[src/rtl/seg_scan_decoder.sv]
// -----------------------------------------------------------------------------
// seg_scan_decoder
//
// Receiving end of a multiplexed 4-digit, active-low 7-segment display bus.
// Follows the anode scan, waits for each digit's segment pattern to settle,
// decodes the pattern back to BCD and publishes a coherent 4-digit frame once
// every digit has been captured. Also flags unrecognised patterns, illegal
// anode codes and a stalled scan.
//
// Parameters
//   SETTLE_CYCLES  : cycles ANODE/SEG must hold unchanged before sampling (1..255)
//   TIMEOUT_CYCLES : cycles without a capture before scan_lost asserts
//   TIMEOUT_W      : width of the timeout counter (2**TIMEOUT_W > TIMEOUT_CYCLES)
//
// Ports
//   MCLK          in   system clock, rising edge
//   RESET         in   asynchronous active-high reset
//   ANODE[3:0]    in   digit select, active-low, bit3 = leftmost digit
//   SEG[6:0]      in   segments a..g, active-low, SEG[0] = a
//   digit3..0     out  committed BCD value per digit (4'hF blank, 4'hE invalid)
//   digit_valid   out  per digit: last committed pattern was recognised
//   blank_mask    out  per digit: last committed pattern was all segments off
//   frame_done    out  one-cycle pulse when a new frame is committed
//   error         out  one-cycle pulse on bad pattern or illegal anode code
//   scan_lost     out  level, scan activity has timed out
// -----------------------------------------------------------------------------
module seg_scan_decoder #(
    parameter int SETTLE_CYCLES  = 4,
    parameter int TIMEOUT_CYCLES = 1000000,
    parameter int TIMEOUT_W      = 20
) (
    input  logic       MCLK,
    input  logic       RESET,
    input  logic [3:0] ANODE,
    input  logic [6:0] SEG,
    output logic [3:0] digit3,
    output logic [3:0] digit2,
    output logic [3:0] digit1,
    output logic [3:0] digit0,
    output logic [3:0] digit_valid,
    output logic [3:0] blank_mask,
    output logic       frame_done,
    output logic       error,
    output logic       scan_lost
);

    typedef enum logic [1:0] {
        IDLE    = 2'd0,
        SETTLE  = 2'd1,
        CAPTURE = 2'd2,
        HOLD    = 2'd3
    } state_t;

    localparam logic [7:0]           SETTLE_LAST = 8'(SETTLE_CYCLES - 1);
    localparam logic [TIMEOUT_W-1:0] TMO_MAX     = TIMEOUT_W'(TIMEOUT_CYCLES);
    localparam logic [TIMEOUT_W-1:0] TMO_LAST    = TIMEOUT_W'(TIMEOUT_CYCLES - 1);

    // -------------------------------------------------------------------------
    // Helper functions
    // -------------------------------------------------------------------------

    // Exactly one anode driven (one bit low).
    function automatic logic anode_legal(input logic [3:0] a);
        logic ok;
        case (a)
            4'b1110, 4'b1101, 4'b1011, 4'b0111: ok = 1'b1;
            default:                            ok = 1'b0;
        endcase
        return ok;
    endfunction

    // Digit slot addressed by a legal anode code.
    function automatic logic [1:0] anode_index(input logic [3:0] a);
        logic [1:0] idx;
        case (a)
            4'b1110: idx = 2'd0;
            4'b1101: idx = 2'd1;
            4'b1011: idx = 2'd2;
            default: idx = 2'd3;
        endcase
        return idx;
    endfunction

    // Returns {valid, blank, value[3:0]} for an active-low segment pattern.
    function automatic logic [5:0] seg_decode(input logic [6:0] s);
        logic [5:0] r;
        case (s)
            7'b1000000: r = {2'b10, 4'd0};
            7'b1111001: r = {2'b10, 4'd1};
            7'b0100100: r = {2'b10, 4'd2};
            7'b0110000: r = {2'b10, 4'd3};
            7'b0011001: r = {2'b10, 4'd4};
            7'b0010010: r = {2'b10, 4'd5};
            7'b0000010: r = {2'b10, 4'd6};
            7'b1111000: r = {2'b10, 4'd7};
            7'b0000000: r = {2'b10, 4'd8};
            7'b0010000: r = {2'b10, 4'd9};
            7'b1111111: r = {2'b11, 4'hF};
            default:    r = {2'b00, 4'hE};
        endcase
        return r;
    endfunction

    // -------------------------------------------------------------------------
    // Stage p0/p1: two-flop input synchronizer
    // -------------------------------------------------------------------------
    logic [3:0] anode_p0, anode_p1;
    logic [6:0] seg_p0, seg_p1;

    always_ff @(posedge MCLK or posedge RESET) begin
        if (RESET) begin
            anode_p0 <= 4'hF;
            anode_p1 <= 4'hF;
            seg_p0   <= 7'h7F;
            seg_p1   <= 7'h7F;
        end else begin
            anode_p0 <= ANODE;
            anode_p1 <= anode_p0;
            seg_p0   <= SEG;
            seg_p1   <= seg_p0;
        end
    end

    logic an_legal;
    logic an_illegal;
    logic illegal_q;

    assign an_legal   = anode_legal(anode_p1);
    assign an_illegal = !an_legal && (anode_p1 != 4'hF);

    // -------------------------------------------------------------------------
    // Scan-tracking FSM
    // -------------------------------------------------------------------------
    state_t     state, state_nx;
    logic [3:0] lat_anode;
    logic [6:0] lat_seg;
    logic [7:0] settle_cnt;
    logic       latch_en;
    logic       cnt_inc;
    logic       capture;

    always_ff @(posedge MCLK or posedge RESET) begin
        if (RESET) begin
            state      <= IDLE;
            lat_anode  <= 4'hF;
            lat_seg    <= 7'h7F;
            settle_cnt <= 8'd0;
            illegal_q  <= 1'b0;
        end else begin
            state     <= state_nx;
            illegal_q <= an_illegal;
            if (latch_en) begin
                lat_anode  <= anode_p1;
                lat_seg    <= seg_p1;
                settle_cnt <= 8'd0;
            end else if (cnt_inc) begin
                settle_cnt <= settle_cnt + 8'd1;
            end
        end
    end

    always_comb begin
        state_nx = state;
        latch_en = 1'b0;
        cnt_inc  = 1'b0;
        capture  = 1'b0;
        case (state)
            IDLE: begin
                if (an_legal) begin
                    latch_en = 1'b1;
                    state_nx = SETTLE;
                end
            end
            SETTLE: begin
                if (!an_legal) begin
                    state_nx = IDLE;
                end else if ((anode_p1 != lat_anode) || (seg_p1 != lat_seg)) begin
                    // Any movement restarts the settle window on the new value.
                    latch_en = 1'b1;
                end else if (settle_cnt == SETTLE_LAST) begin
                    state_nx = CAPTURE;
                end else begin
                    cnt_inc = 1'b1;
                end
            end
            CAPTURE: begin
                capture  = 1'b1;
                state_nx = HOLD;
            end
            HOLD: begin
                // SEG is ignored here; only an anode change ends the digit.
                if (anode_p1 != lat_anode) begin
                    if (an_legal) begin
                        latch_en = 1'b1;
                        state_nx = SETTLE;
                    end else begin
                        state_nx = IDLE;
                    end
                end
            end
            default: state_nx = IDLE;
        endcase
    end

    // -------------------------------------------------------------------------
    // Capture into shadow slots and frame commit
    // -------------------------------------------------------------------------
    logic [5:0]      cap_dec;
    logic [1:0]      cap_idx;
    logic [3:0]      cap_bit;
    logic [3:0][3:0] shd_val, shd_val_nx;
    logic [3:0]      shd_vld, shd_vld_nx;
    logic [3:0]      shd_blank, shd_blank_nx;
    logic [3:0]      cap_mask, cap_mask_nx;
    logic            commit;
    logic [TIMEOUT_W-1:0] tmo_cnt;
    logic            tmo_hit;

    assign cap_dec = seg_decode(lat_seg);
    assign cap_idx = anode_index(lat_anode);
    assign cap_bit = capture ? (4'b0001 << cap_idx) : 4'b0000;
    assign commit  = (cap_mask == 4'hF);
    assign tmo_hit = !capture && (tmo_cnt == TMO_LAST);

    // Commit reads the post-capture shadow so a same-cycle capture is included.
    always_comb begin
        shd_val_nx   = shd_val;
        shd_vld_nx   = shd_vld;
        shd_blank_nx = shd_blank;
        if (capture) begin
            shd_val_nx[cap_idx]   = cap_dec[3:0];
            shd_vld_nx[cap_idx]   = cap_dec[5];
            shd_blank_nx[cap_idx] = cap_dec[4];
        end
    end

    always_comb begin
        cap_mask_nx = cap_mask | cap_bit;
        if (commit || tmo_hit) begin
            cap_mask_nx = cap_bit;
        end
    end

    always_ff @(posedge MCLK or posedge RESET) begin
        if (RESET) begin
            shd_val   <= '0;
            shd_vld   <= 4'h0;
            shd_blank <= 4'h0;
            cap_mask  <= 4'h0;
        end else begin
            shd_val   <= shd_val_nx;
            shd_vld   <= shd_vld_nx;
            shd_blank <= shd_blank_nx;
            cap_mask  <= cap_mask_nx;
        end
    end

    // -------------------------------------------------------------------------
    // Timeout watchdog (saturating)
    // -------------------------------------------------------------------------
    always_ff @(posedge MCLK or posedge RESET) begin
        if (RESET) begin
            tmo_cnt   <= '0;
            scan_lost <= 1'b0;
        end else if (capture) begin
            tmo_cnt   <= '0;
            scan_lost <= 1'b0;
        end else begin
            if (tmo_cnt != TMO_MAX) begin
                tmo_cnt <= tmo_cnt + TIMEOUT_W'(1);
            end
            if (tmo_hit) begin
                scan_lost <= 1'b1;
            end
        end
    end

    // -------------------------------------------------------------------------
    // Output registers
    // -------------------------------------------------------------------------
    always_ff @(posedge MCLK or posedge RESET) begin
        if (RESET) begin
            digit3      <= 4'hF;
            digit2      <= 4'hF;
            digit1      <= 4'hF;
            digit0      <= 4'hF;
            digit_valid <= 4'h0;
            blank_mask  <= 4'hF;
            frame_done  <= 1'b0;
            error       <= 1'b0;
        end else begin
            frame_done <= commit;
            // Illegal anode codes report once per entry, not every cycle held.
            error      <= (capture && !cap_dec[5]) || (an_illegal && !illegal_q);
            if (commit) begin
                digit3      <= shd_val_nx[3];
                digit2      <= shd_val_nx[2];
                digit1      <= shd_val_nx[1];
                digit0      <= shd_val_nx[0];
                digit_valid <= shd_vld_nx;
                blank_mask  <= shd_blank_nx;
            end
        end
    end

endmodule

[config.mk]
export PLATFORM = sky130hd
export DESIGN_NAME = seg_scan_decoder
export DESIGN_NICKNAME = d
export VERILOG_FILES = /design/src/rtl/seg_scan_decoder.sv
export SDC_FILE = /design/constraint.sdc
export NUM_CORES = 1
export LEC_CHECK = 0
export CORE_ASPECT_RATIO = 0.8
export CORE_MARGIN = 10
export CORE_UTILIZATION = 25
export DETAILED_ROUTE_END_ITERATION = 16
export PLACE_DENSITY = 0.49
export RECOVER_POWER = 100
export SLEW_MARGIN = 20
export SYNTH_ARGS = -nofsm -noshare
export SYNTH_HDL_FRONTEND = slang
export SYNTH_SLANG_ARGS = --single-unit
[constraint.sdc]
create_clock -name MCLK -period 4.3 [get_ports MCLK]
set_input_delay 0.43 -clock MCLK [delete_from_list [all_inputs] [get_ports MCLK]]
set_output_delay 0.43 -clock MCLK [all_outputs]
set_load 0.01 [all_outputs]
[After elaboration in Yosys (flattened, before gate mapping)]
Index checks and enable logic that the tools add are counted.
Widths: inputs -> output; s select.
Operators by class
  add/sub/neg operators: 2
  order comparisons: 2
  eq/ne operators: 31
  shift-type cells: 1
  multiplexer cells: 38
  bitwise logic cells: 1
  reduce and logical (&&, ||, !) cells: 19
Operators with widths (number)
  $pmux 6 s11: 1
  $mux 20: 2
  $eq 4x4->1 const B: 7
  $eq 7x7->1 const B: 4
  $eq 7x5->1 const B: 3
  $add 20x1->20 const B: 1
  $eq 20x20->1 const B: 1
  $mux 4: 5
  $ne 20x20->1 const B: 1
  $bwmux 16: 1
  $mux 16: 1
  $mux 8: 2
  $eq 7x6->1 const B: 2
  $mux 1: 14
  $mux 2: 5
  $add 8x1->8 const B: 1
  $bwmux 4: 2
  $demux 4 s2: 1
  $eq 8x2->1 const B: 1
  $pmux 2 s4: 1
  $eq 7x2->1 const B: 1
  $logic_not 7->1: 1
  $ne 7x7->1: 1
  $ne 3x3->1 const B: 2
  other kinds (20): 33
Storage, ports and cells
  register bits: 119
  input bits: 13
  output and inout bits: 27
  logic and storage cells: 120

[Longest topological paths before layout]
Gate-level depths: netlist of run 1.
  word-level depth: 8
  depth in mapped cells: 7
  mapped depth without buffers: 6

[Least setup slack after synthesis of run 1]
No wires, ideal clock.
  path type: flip-flop to flip-flop
  from: register anode_p1[2]
  to: register settle_cnt[4]
  library setup time: 0.077 ns
  data arrival time: 2.185 ns
  required time: 4.223 ns
  path slack: 2.038 ns
  cell stages (with the launch flop): 8
  path buffers: 2
  clock period less this slack: 2.262 ns
  cell sequence: dfstp_2 buf_2 xnor2_2 nand4_1 or4_1 buf_2 or4_1 a21oi_1
On the way
  longest elaborated chain between the ends: 7
  elaborated cells between the ends (all ways): 18
  classes of those cells: eq/ne (5); mux (10); reduce/logical (3)
Ends and longest elaborated chain
  start: declaration: RTL line 107  | logic [3:0] anode_p0, anode_p1;
  start signal: assignment: RTL line 118  | anode_p1 <= anode_p0;
  $eq 4x4->1 or $eq 4x3->1 (tied branches): RTL line 65  | case (a)
  $reduce_or 4->1: RTL line 65
  $mux 1: RTL line 65
  $mux 1: RTL line 169, 193
  $mux 1: RTL line 192  | if (anode_p1 != lat_anode) begin
  $pmux 1 s3: RTL line 167  | case (state)
  $mux 8 or $reduce_bool 2->1 (tied branches)
  end signal: assignment: RTL line 157  | settle_cnt <= settle_cnt + 8'd1;
  end: declaration: RTL line 137  | logic [7:0] settle_cnt;
Several ways; a longest one is shown, not always the timed one.
A chain may end at the register's enable or synchronous reset.

[Worst setup path after layout of run 1]
  from: register lat_seg[1]
  to: register lat_anode[2]
On the way
  longest elaborated chain between the ends: 5
Ends and longest elaborated chain
  start: declaration: RTL line 136  | logic [6:0] lat_seg;
  start signal: assignment: RTL line 154  | lat_seg <= seg_p1;
  $ne 7x7->1: RTL line 177  | end else if ((anode_p1 != lat_anode) || (seg_p1 != lat_seg)) begin
  $logic_or 1x1->1: RTL line 177
  $mux 1: RTL line 177
  $mux 1: RTL line 175  | if (!an_legal) begin
  $pmux 1 s3: RTL line 167
  end signal: assignment: RTL line 153  | lat_anode <= anode_p1;
  end: declaration: RTL line 135  | logic [3:0] lat_anode;
Every way passes these cells.

==> results of run 1 <==
[path summary, 6_finish.rpt]
kind | cells past startpoint | to | from | slack, ps
max | 5 | lat_anode[2] | lat_seg[1] | 1280
min | 0 | seg_p1[2] | seg_p0[2] | 360
max reg2reg | 5 | lat_anode[2] | lat_seg[1] | 1280
min reg2reg | 0 | seg_p1[2] | seg_p0[2] | 360
max in group asynchronous | 3 | lat_seg[3] | RESET | 1490
min in group asynchronous | 2 | tmo_cnt[15] | RESET | 1250
[Yosys cell counts (7+ instances only)]
cell type and count:
dfstp_2 53, nand3_1 17, inv_1 10, nor3_1 17
dfrtp_1 66, nand2_1 41, o31ai_1 8, o21ai_0 9
xnor2_1 16, or3_1 10, o21ai_1 15, a21oi_1 27
and4_1 8, xor2_1 10, a31oi_1 7, nor2_1 45
mux2_2 17, clkbuf_1 18
[cell usage in the layout, fill, tap and decap left out, types with 3 or more instances in the layout]
master / count
a21o_1: 6
a21oi_1: 27
a2bb2oi_1: 4
a31oi_1: 7
and3_1: 6
and4_1: 8
buf_4: 4
clkbuf_1: 3
clkbuf_16: 18
dfrtp_1: 66
dfstp_1: 3
dfstp_2: 50
dlygate4sd3_1: 38
ha_1: 3
inv_1: 10
inv_6: 4
mux2_1: 7
mux2_2: 12
nand2_1: 41
nand2b_1: 3
nand3_1: 17
nand4_1: 6
nand4b_1: 5
nor2_1: 45
nor2b_1: 3
nor3_1: 17
nor3b_1: 3
nor4_1: 3
nor4b_1: 3
o211ai_1: 4
o21ai_0: 21
o21ai_1: 3
o31ai_1: 8
or3_1: 10
or4_1: 4
xnor2_1: 17
xor2_1: 10
[cell families after synthesis]
logic type / synth area share [%]
buf+inv: 3.33
simple gates: 18.3
fa+ha+maj: 0.897
compound gates: 10.9
xor+xnor: 4.91
mux: 4.22
flops: 57.4
[sequential cells by signal, summed over array words and instances, names as in the netlist, 4 cells and up, named ones only]
name / cells
shd_blank: 4
shd_vld: 4
seg_p0: 7
tmo_cnt: 20
digit0: 4
digit3: 4
lat_seg: 7
digit2: 4
anode_p1: 4
anode_p0: 4
lat_anode: 4
seg_p1: 7
cap_mask: 4
settle_cnt: 8
digit1: 4
digit_valid: 4
blank_mask: 4
shd_val: 16
[per-stage QoR]
step	util, %	area (sq um)	power, uW	instances	hold slack, ps
final	31.3	6500	2960	804	357
after global placement	28.6	5950	1580	772	347
after detailed placement	28.6	5950	1590	772	350
after global routing	31.3	6500	3110	804	363
after floorplan	-	5300	1530	483	345
after CTS	31.5	6540	3020	804	359
[worst max-delay path, delay by kind of cell, from the launching register on]
kind            cells  cell delay, ps
simple gates        2            1130
flops               1             710
compound gates      1             490
mux                 1             440
xor+xnor            1             160
[layout make-up]
type                            instances  area (sq um)
Fill cell                            2103         14300
Sequential cell                       119          3040
Multi-Input combinational cell        328          2060
Clock buffer                           20           478
Timing Repair Buffer                   46           432
Tap cell                              269           337
Clock inverter                         12           111
Inverter                               10          37.5
[per-layer routing]
metal	vias up	share of wire, %	GRT usage [%]
met3	16	3.9	3.21
met2	53	45	13.5
met5	-	0	0
li1	1799	-	-
met4	0	1.2	2.90
met1	1886	50	11.7
[power groups by stage]
stage | logic, uW | clock network [uW] | registers [uW]
after floorplan | 248 | 0 | 1280
after global placement | 255 | 0 | 1330
after detailed placement | 257 | 0 | 1330
after CTS | 260 | 1450 | 1310
after global routing | 279 | 1500 | 1330
final | 245 | 1400 | 1310
==> flow_summary.yaml, run 1 <==
power_and_ir_drop:
  comb_power_share_pct: 8.3
  power_leakage_uw: 0.00275
  switching_share_pct: 26.1
  clockPowerShare_pct: 47.4
  p_per_area_mw_per_mm2: 456
  switchingPower_uw: 773
  irDropWorstVdd_v: 0.000246
  p_int_uw: 2190
  seq_power_share_pct: 44.3
synthesis:
  synth.avg_cell_area_sq_um: 11.0
  synthCells: 483
  syn_nets: 499
  yosysWarnings: 0
  async_flop_share_pct: 100
  synth_seq_cells: 119
  synth_area_sq_mm: 0.00530
  synth_top_area_share_pct: 31.1
  ys.flop_type: "dfrtp_1"
  synth_seq_area_share_pct: 57.4
  ys_types: 57
  synthTopCellsByArea: "dfrtp_1, dfstp_2, mux2_2, nor2_1, nand2_1"
  synth_edf_count: 0
  yosysTopAreaCell: "dfrtp_1"
global_routing:
  track_usage_pct: 8.94
  grt_max_degree: 70
  antenna_found_initial: 0
  grt.overflow.total: 0
  grt_pass1_wl_um: 19900
  grt_pass1_vias: 3848
worst_setup_path:
  cp-end-kind: "flop"
  slowest_stage: "nor4_1"
  path_max_fanout: 19
  critPathLaunchType: "flop"
  required_ps: 4640
  path_cells: "xnor2_1, nand4_1, nor4_1, a21oi_2, mux2_1"
  critical_path_class: "reg -> reg"
  max_stage_delay_ps: 980
  cp_data_arrival_time_ps: 3360
layout:
  drive_above_1_share_pct: 18.9
  fin_nets: 538
  antenna_cells: 0
  area_delta_synth_final_pct: 22.5
sta:
  worst_slew_pin_slew_ps: 2640
  fin_crit_sh_pct: 70.1
  fin_ws_ps: 1280
  setup_viol: 0
  setup_tns_ps: 0
  final_hold_viol_count: 0
  max_slew_margin_pct: -76.5
  grt_setup_unrepaired: "false"
  slew_viol_final: 70
  fin_crit_ps: 3020
  clock_skew_ps: 8.89
  max_freq_ghz: 0.332
run_status:
  violations: "max-capacitance violations, max-slew violations"
  status: "finished with violations"
floorplan:
  fp.dieH_um: 150
  core_area_sq_mm: 0.0208
  die_w_um: 183
  ios: 40
  dieArea_sq_mm: 0.0275
  std_cell_rows: 47
  start_util_pct: 25.5
drt:
  drt_pre_antenna_iters: 4
  route.detailed.drc: 0
  vias: 3754
  viasPerCell: 4.67
  drtAntennaViolNets: 0
  drt_iter0_drc: 258
  wl_per_cell_um: 14.4
  wl_um: 11600
worst_hold_path:
  hold_path.class: "reg -> reg"
clock_tree:
  cts_tree: "done"
  postCtsSetupRepairBufs: 0
  clkSlewWorstSetupHoldPaths_ps: 60
  hold_buffers: 0
  cts_buffers: 17
  cts_resized: 0
  htree_levels: 4
  worstSkewPairLatency_ps: 420
  cts_buffer_depth: 2
  cts-root-buf: "clkbuf_16"
  clock-sinks: 119
placement:
  dp_slack_ps: 1770
  globalplace.congestion: 0.787
  place_hpwl_um: 7820
  io_buffers: 39
run:
  drv_cap: 1
Power figures use the tool's default switching activity.
==> run 2: changes to the inputs <==
PLACE_DENSITY = 0.5   (was 0.49)
clock period = 2.45 ns   (was 4.3 ns; I/O delays follow)
==> flow_summary.yaml, run 2 (synthesis results as in run 1) <==
worst_setup_path:
  cp-end-kind: "flop"
  max_stage_delay_ps: 610
  slowest_stage: "dfstp_1"
  reg2reg_depth: 5
  cp_data_arrival_time_ps: 2620
  critPathLaunchType: "flop"
  r2r_slack_ps: 160
  critical_path_class: "reg -> reg"
  required_ps: 2780
  r2r-start: "lat_anode[3]"
  cp_top_family: "simple AND/OR/NAND/NOR gates"
  path_cells: "xnor2_1, nand4_1, or4_4, or4_1, a21oi_1"
  r2r_end: "settle_cnt[4]"
  path_max_fanout: 6
  path_buf_inv: 0
floorplan:
  dieArea_sq_mm: 0.0275
  core_area_sq_mm: 0.0208
  die_w_um: 183
  start_util_pct: 25.5
  std_cell_rows: 47
  ios: 40
  fp.dieH_um: 150
clock_tree:
  cts-root-buf: "clkbuf_16"
  hold_buffers: 0
  cts_tree: "done"
  cts_buffers: 17
  worstSkewPairLatency_ps: 410
  clock-sinks: 119
  htree_levels: 4
  cts_buffer_depth: 2
  postCtsSetupRepairBufs: 0
  clkSlewWorstSetupHoldPaths_ps: 60
worst_hold_path:
  min_path_cells: 0
  hold_path.class: "reg -> reg"
  hp-start: "seg_p0[4]"
  hold_end: "seg_p1[4]"
drt:
  vias: 3739
  route.detailed.drc: 0
  drt_pre_antenna_iters: 4
  viasPerCell: 4.59
  drt_iter0_drc: 215
  wl_um: 11600
  wl_per_cell_um: 14.3
  drtAntennaViolNets: 0
layout:
  area_delta_synth_final_pct: 24.3
  layout_common_cells: "dfrtp_1, dfstp_2, nor2_1"
  final_util_pct: 31.7
  final_common_cell: "dfrtp_1"
  drive_above_1_share_pct: 20.7
  fin_nets: 549
  postLayoutCellArea_sq_mm: 0.00659
  largest_reg_flops: 20
  fillers: 2079
  largestRegisters: "tmo_cnt x20, shd_val x16, settle_cnt x8"
  regMostFlops: "tmo_cnt"
  antenna_cells: 0
global_routing:
  grt.overflow.total: 0
  grt_max_degree: 61
  antenna_found_initial: 0
  track_usage_pct: 8.74
  grt_pass1_vias: 3811
  grt_pass1_wl_um: 19600
placement:
  placed_area_sq_mm: 0.00606
  place_hpwl_um: 8010
  globalplace.congestion: 0.811
  io_buffers: 39
sta:
  grt_setup_unrepaired: "false"
  final_hold_viol_count: 0
  max_slew_margin_pct: 26.7
  fin_crit_ps: 2290
  worst_slew_pin_slew_ps: 1100
  slew_viol_final: 0
  fin_crit_sh_pct: 93.4
  clock_skew_ps: 11.0
  setup_tns_ps: 0
  setup_viol: 0
  max_freq_ghz: 0.437
power_and_ir_drop:
  power_leakage_uw: 0.00278
  p_per_area_mw_per_mm2: 791
  p_int_uw: 3860
  comb_power_share_pct: 8.7
  clockPowerShare_pct: 47.1
  switchingPower_uw: 1350
  switching_share_pct: 25.9
  irDropWorstVdd_v: 0.000324
  seq_power_share_pct: 44.2
run_status:
  status: "finished clean"
run:
  drv_cap: 0
## run 2: through the flow
stage               hold slack, ps  setup slack (ps)  instances  total power (uW)
floorplan                      249               188        483              2680
global placement               346               147        783              2800
detailed placement             347              66.2        783              2810
CTS                            199              57.8        815              5300
global route                   359              27.6        815              5450
finish                         354               162        815              5210
## run 2: metal layers
metal / wire [um] / GRT usage [%] / up-vias
li1: - / - / 1823
met1: 5800 / 11.7 / 1860
met2: 5360 / 13.3 / 51
met3: 427 / 3.00 / 5
met4: 55 / 2.22 / 0
met5: 0 / 0 / -
## run 2: worst max path at each step
| stage | startpoint | to | slack [ps] | cells after the start |
|---|---|---|---|---|
| after floorplan | anode_p1[2] | settle_cnt[4] | 190 | 7 |
| after global placement | anode_p1[3] | settle_cnt[5] | 150 | 5 |
| after detailed placement | anode_p1[3] | settle_cnt[5] | 70 | 5 |
| after CTS | anode_p1[3] | settle_cnt[5] | 60 | 5 |
| after global routing | lat_anode[3] | settle_cnt[5] | 30 | 5 |
| final | lat_anode[3] | settle_cnt[4] | 160 | 5 |
## run 2: final cells by class
cell class	instances	area, sq um	share of cell area (%)
Clock inverter	12	116	1.77
Sequential cell	119	3040	46.2
Timing Repair Buffer	57	499	7.58
Tap cell	269	337	5.11
Inverter	10	38.8	0.589
Clock buffer	20	479	7.27
Multi-Input combinational cell	328	2080	31.5
## run 2: timing repair
action,CTS,global route
endpoints found under the hold margin,0,0
gates resized for setup,0,1
setup endpoints to repair,0,2
## run 2: power by group through the flow
| stage | Combinational [uW] | Sequential (uW) | Clock (uW) |
|---|---|---|---|
| after CTS | 485 | 2300 | 2520 |
| after floorplan | 436 | 2240 | 0 |
| final | 452 | 2300 | 2460 |
| after global routing | 509 | 2330 | 2620 |
| after detailed placement | 480 | 2330 | 0 |
| after global placement | 470 | 2330 | 0 |
==> run 3: changes to the inputs <==
CAP_MARGIN = 20   (was default)
PLACE_DENSITY = default   (was 0.5)
==> flow_summary.yaml, run 3 (synthesis results as in run 1) <==
run_status:
  status: "finished clean"
worst_setup_path:
  cp-endpoint: "settle_cnt[5]"
  reg2reg_depth: 5
  r2r-start: "lat_anode[2]"
  required_ps: 2780
  r2r_slack_ps: 110
  r2r_end: "settle_cnt[5]"
  critical_path_class: "reg -> reg"
  cp-end-kind: "flop"
  path_max_fanout: 8
  crit_start: "lat_anode[2]"
  cp_data_arrival_time_ps: 2670
  critPathLaunchType: "flop"
global_routing:
  grt_pass1_wl_um: 19600
  grt_pass1_vias: 3702
  antenna_found_initial: 0
  grt.overflow.total: 0
  track_usage_pct: 8.84
  grt_max_degree: 50
worst_hold_path:
  hp-start: "seg_p0[5]"
  hold_path.class: "reg -> reg"
layout:
  final_common_cell: "dfrtp_1"
  seq_area_sq_mm: 0.00304
  area_delta_synth_final_pct: 25.8
  largestRegisters: "tmo_cnt x20, shd_val x16, settle_cnt x8"
  fin_nets: 556
  largest_reg_flops: 20
  fillers: 2085
  multi_input_area_sq_mm: 0.00209
  antenna_cells: 0
  layout_common_cells: "dfrtp_1, dfstp_2, nor2_1"
  final_util_pct: 32.1
  regMostFlops: "tmo_cnt"
  drive_above_1_share_pct: 21.9
drt:
  drt_iter0_drc: 334
  wl_per_cell_um: 13.8
  route.detailed.drc: 0
  drtAntennaViolNets: 0
  drt_pre_antenna_iters: 4
  viasPerCell: 4.47
  vias: 3677
  wl_um: 11400
clock_tree:
  cts_buffer_depth: 2
  cts-root-buf: "clkbuf_16"
  clkSlewWorstSetupHoldPaths_ps: 60
  clock-sinks: 119
  cts_buffers: 17
  cts_tree: "done"
  hold_buffers: 0
  worstSkewPairLatency_ps: 410
  htree_levels: 4
sta:
  setup_viol: 0
  max_freq_ghz: 0.427
  worst_slew_pin_slew_ps: 1240
  final_hold_viol_count: 0
  fin_crit_ps: 2340
  max_slew_margin_pct: 17.6
  fin_crit_sh_pct: 95.6
  clock_skew_ps: 9.14
  slew_viol_final: 0
floorplan:
  die_w_um: 183
  core_area_sq_mm: 0.0208
  fp.dieH_um: 150
  ios: 40
  std_cell_rows: 47
  start_util_pct: 25.5
  dieArea_sq_mm: 0.0275
power_and_ir_drop:
  p_per_area_mw_per_mm2: 811
  power_leakage_uw: 0.00282
  irDropWorstVdd_v: 0.000349
  power.total_uw: 5410
placement:
  io_buffers: 39
  globalplace.congestion: 0.754
  place_hpwl_um: 8040
run:
  drv_cap: 0
## run 3: changes by cell type in the layout (fill, tap and decap cells not counted), moves of 2 or more
| cell | before | now |
|---|---|---|
| buf_4 | 6 | 14 |
| clkinv_4 | 5 | 1 |
| o21ai_0 | 21 | 17 |
| o21ai_1 | 3 | 7 |
| bufinv_16 | 1 | 4 |
| and2_0 | 0 | 2 |
| and2_1 | 3 | 1 |
| clkbuf_16 | 19 | 17 |
| clkbuf_2 | 2 | 4 |
| clkinvlp_4 | 3 | 5 |
| mux2_1 | 4 | 6 |
| mux2_2 | 15 | 13 |
## run 3: how the worst min path moves through the flow
stage,end,slack (ps),depth (start not counted)
3_5_place_dp,seg_p1[1],350,0
6_report,seg_p1[5],350,0
4_1_cts,seg_p0[3],220,1
3_3_place_gp,seg_p1[5],350,0
5_1_grt,seg_p0[3],350,1
2_1_floorplan,anode_p0[0],250,0
## run 3: through the flow
step | std cells | area, sq um | hold WS (ps) | setup slack [ps] | setup TNS [ps]
2_1_floorplan | 483 | 5310 | 249 | 188 | 0
3_3_place_gp | 789 | 6100 | 347 | 126 | 0
3_5_place_dp | 789 | 6100 | 347 | 65.6 | 0
4_1_cts | 821 | 6720 | 217 | 53.6 | 0
5_1_grt | 822 | 6670 | 354 | -10.2 | -10.2
6_report | 822 | 6670 | 354 | 108 | 0
## run 3: per-layer routing
| layer | part of all wire, % | track usage [%] |
|---|---|---|
| met5 | 0 | 0 |
| met2 | 43 | 12.5 |
| met1 | 51 | 12.2 |
| met4 | 0.66 | 2.66 |
| met3 | 5.4 | 3.38 |
## run 3: layout make-up
type	count	share of cell area [%]
clock buffers	20	6.70
well taps	269	5.05
inverters	10	0.581
clock inverters	12	2.64
repair buffers	64	8.12
multi-input cells	328	31.3
flip-flops and latches	119	45.6
## run 3: repair_timing
item / CTS / global route
gates resized for setup: 0 / 1
setup endpoints to repair: 0 / 4
buffers inserted: 0 / 1
## run 3: where the power goes
part | total, uW | switching, uW | leakage [uW] | internal [uW]
Combinational | 511 | 280 | 0.00108 | 231
Sequential | 2280 | 156 | 0.00146 | 2130
Clock | 2610 | 889 | 0.000288 | 1720
## run 3: worst max-delay path: stages (launching register included)
cell     delay (ps)
dfstp_2         610
xnor2_2         140
nand4_1         230
or4_4           610
or4_1           520
a21oi_1         150
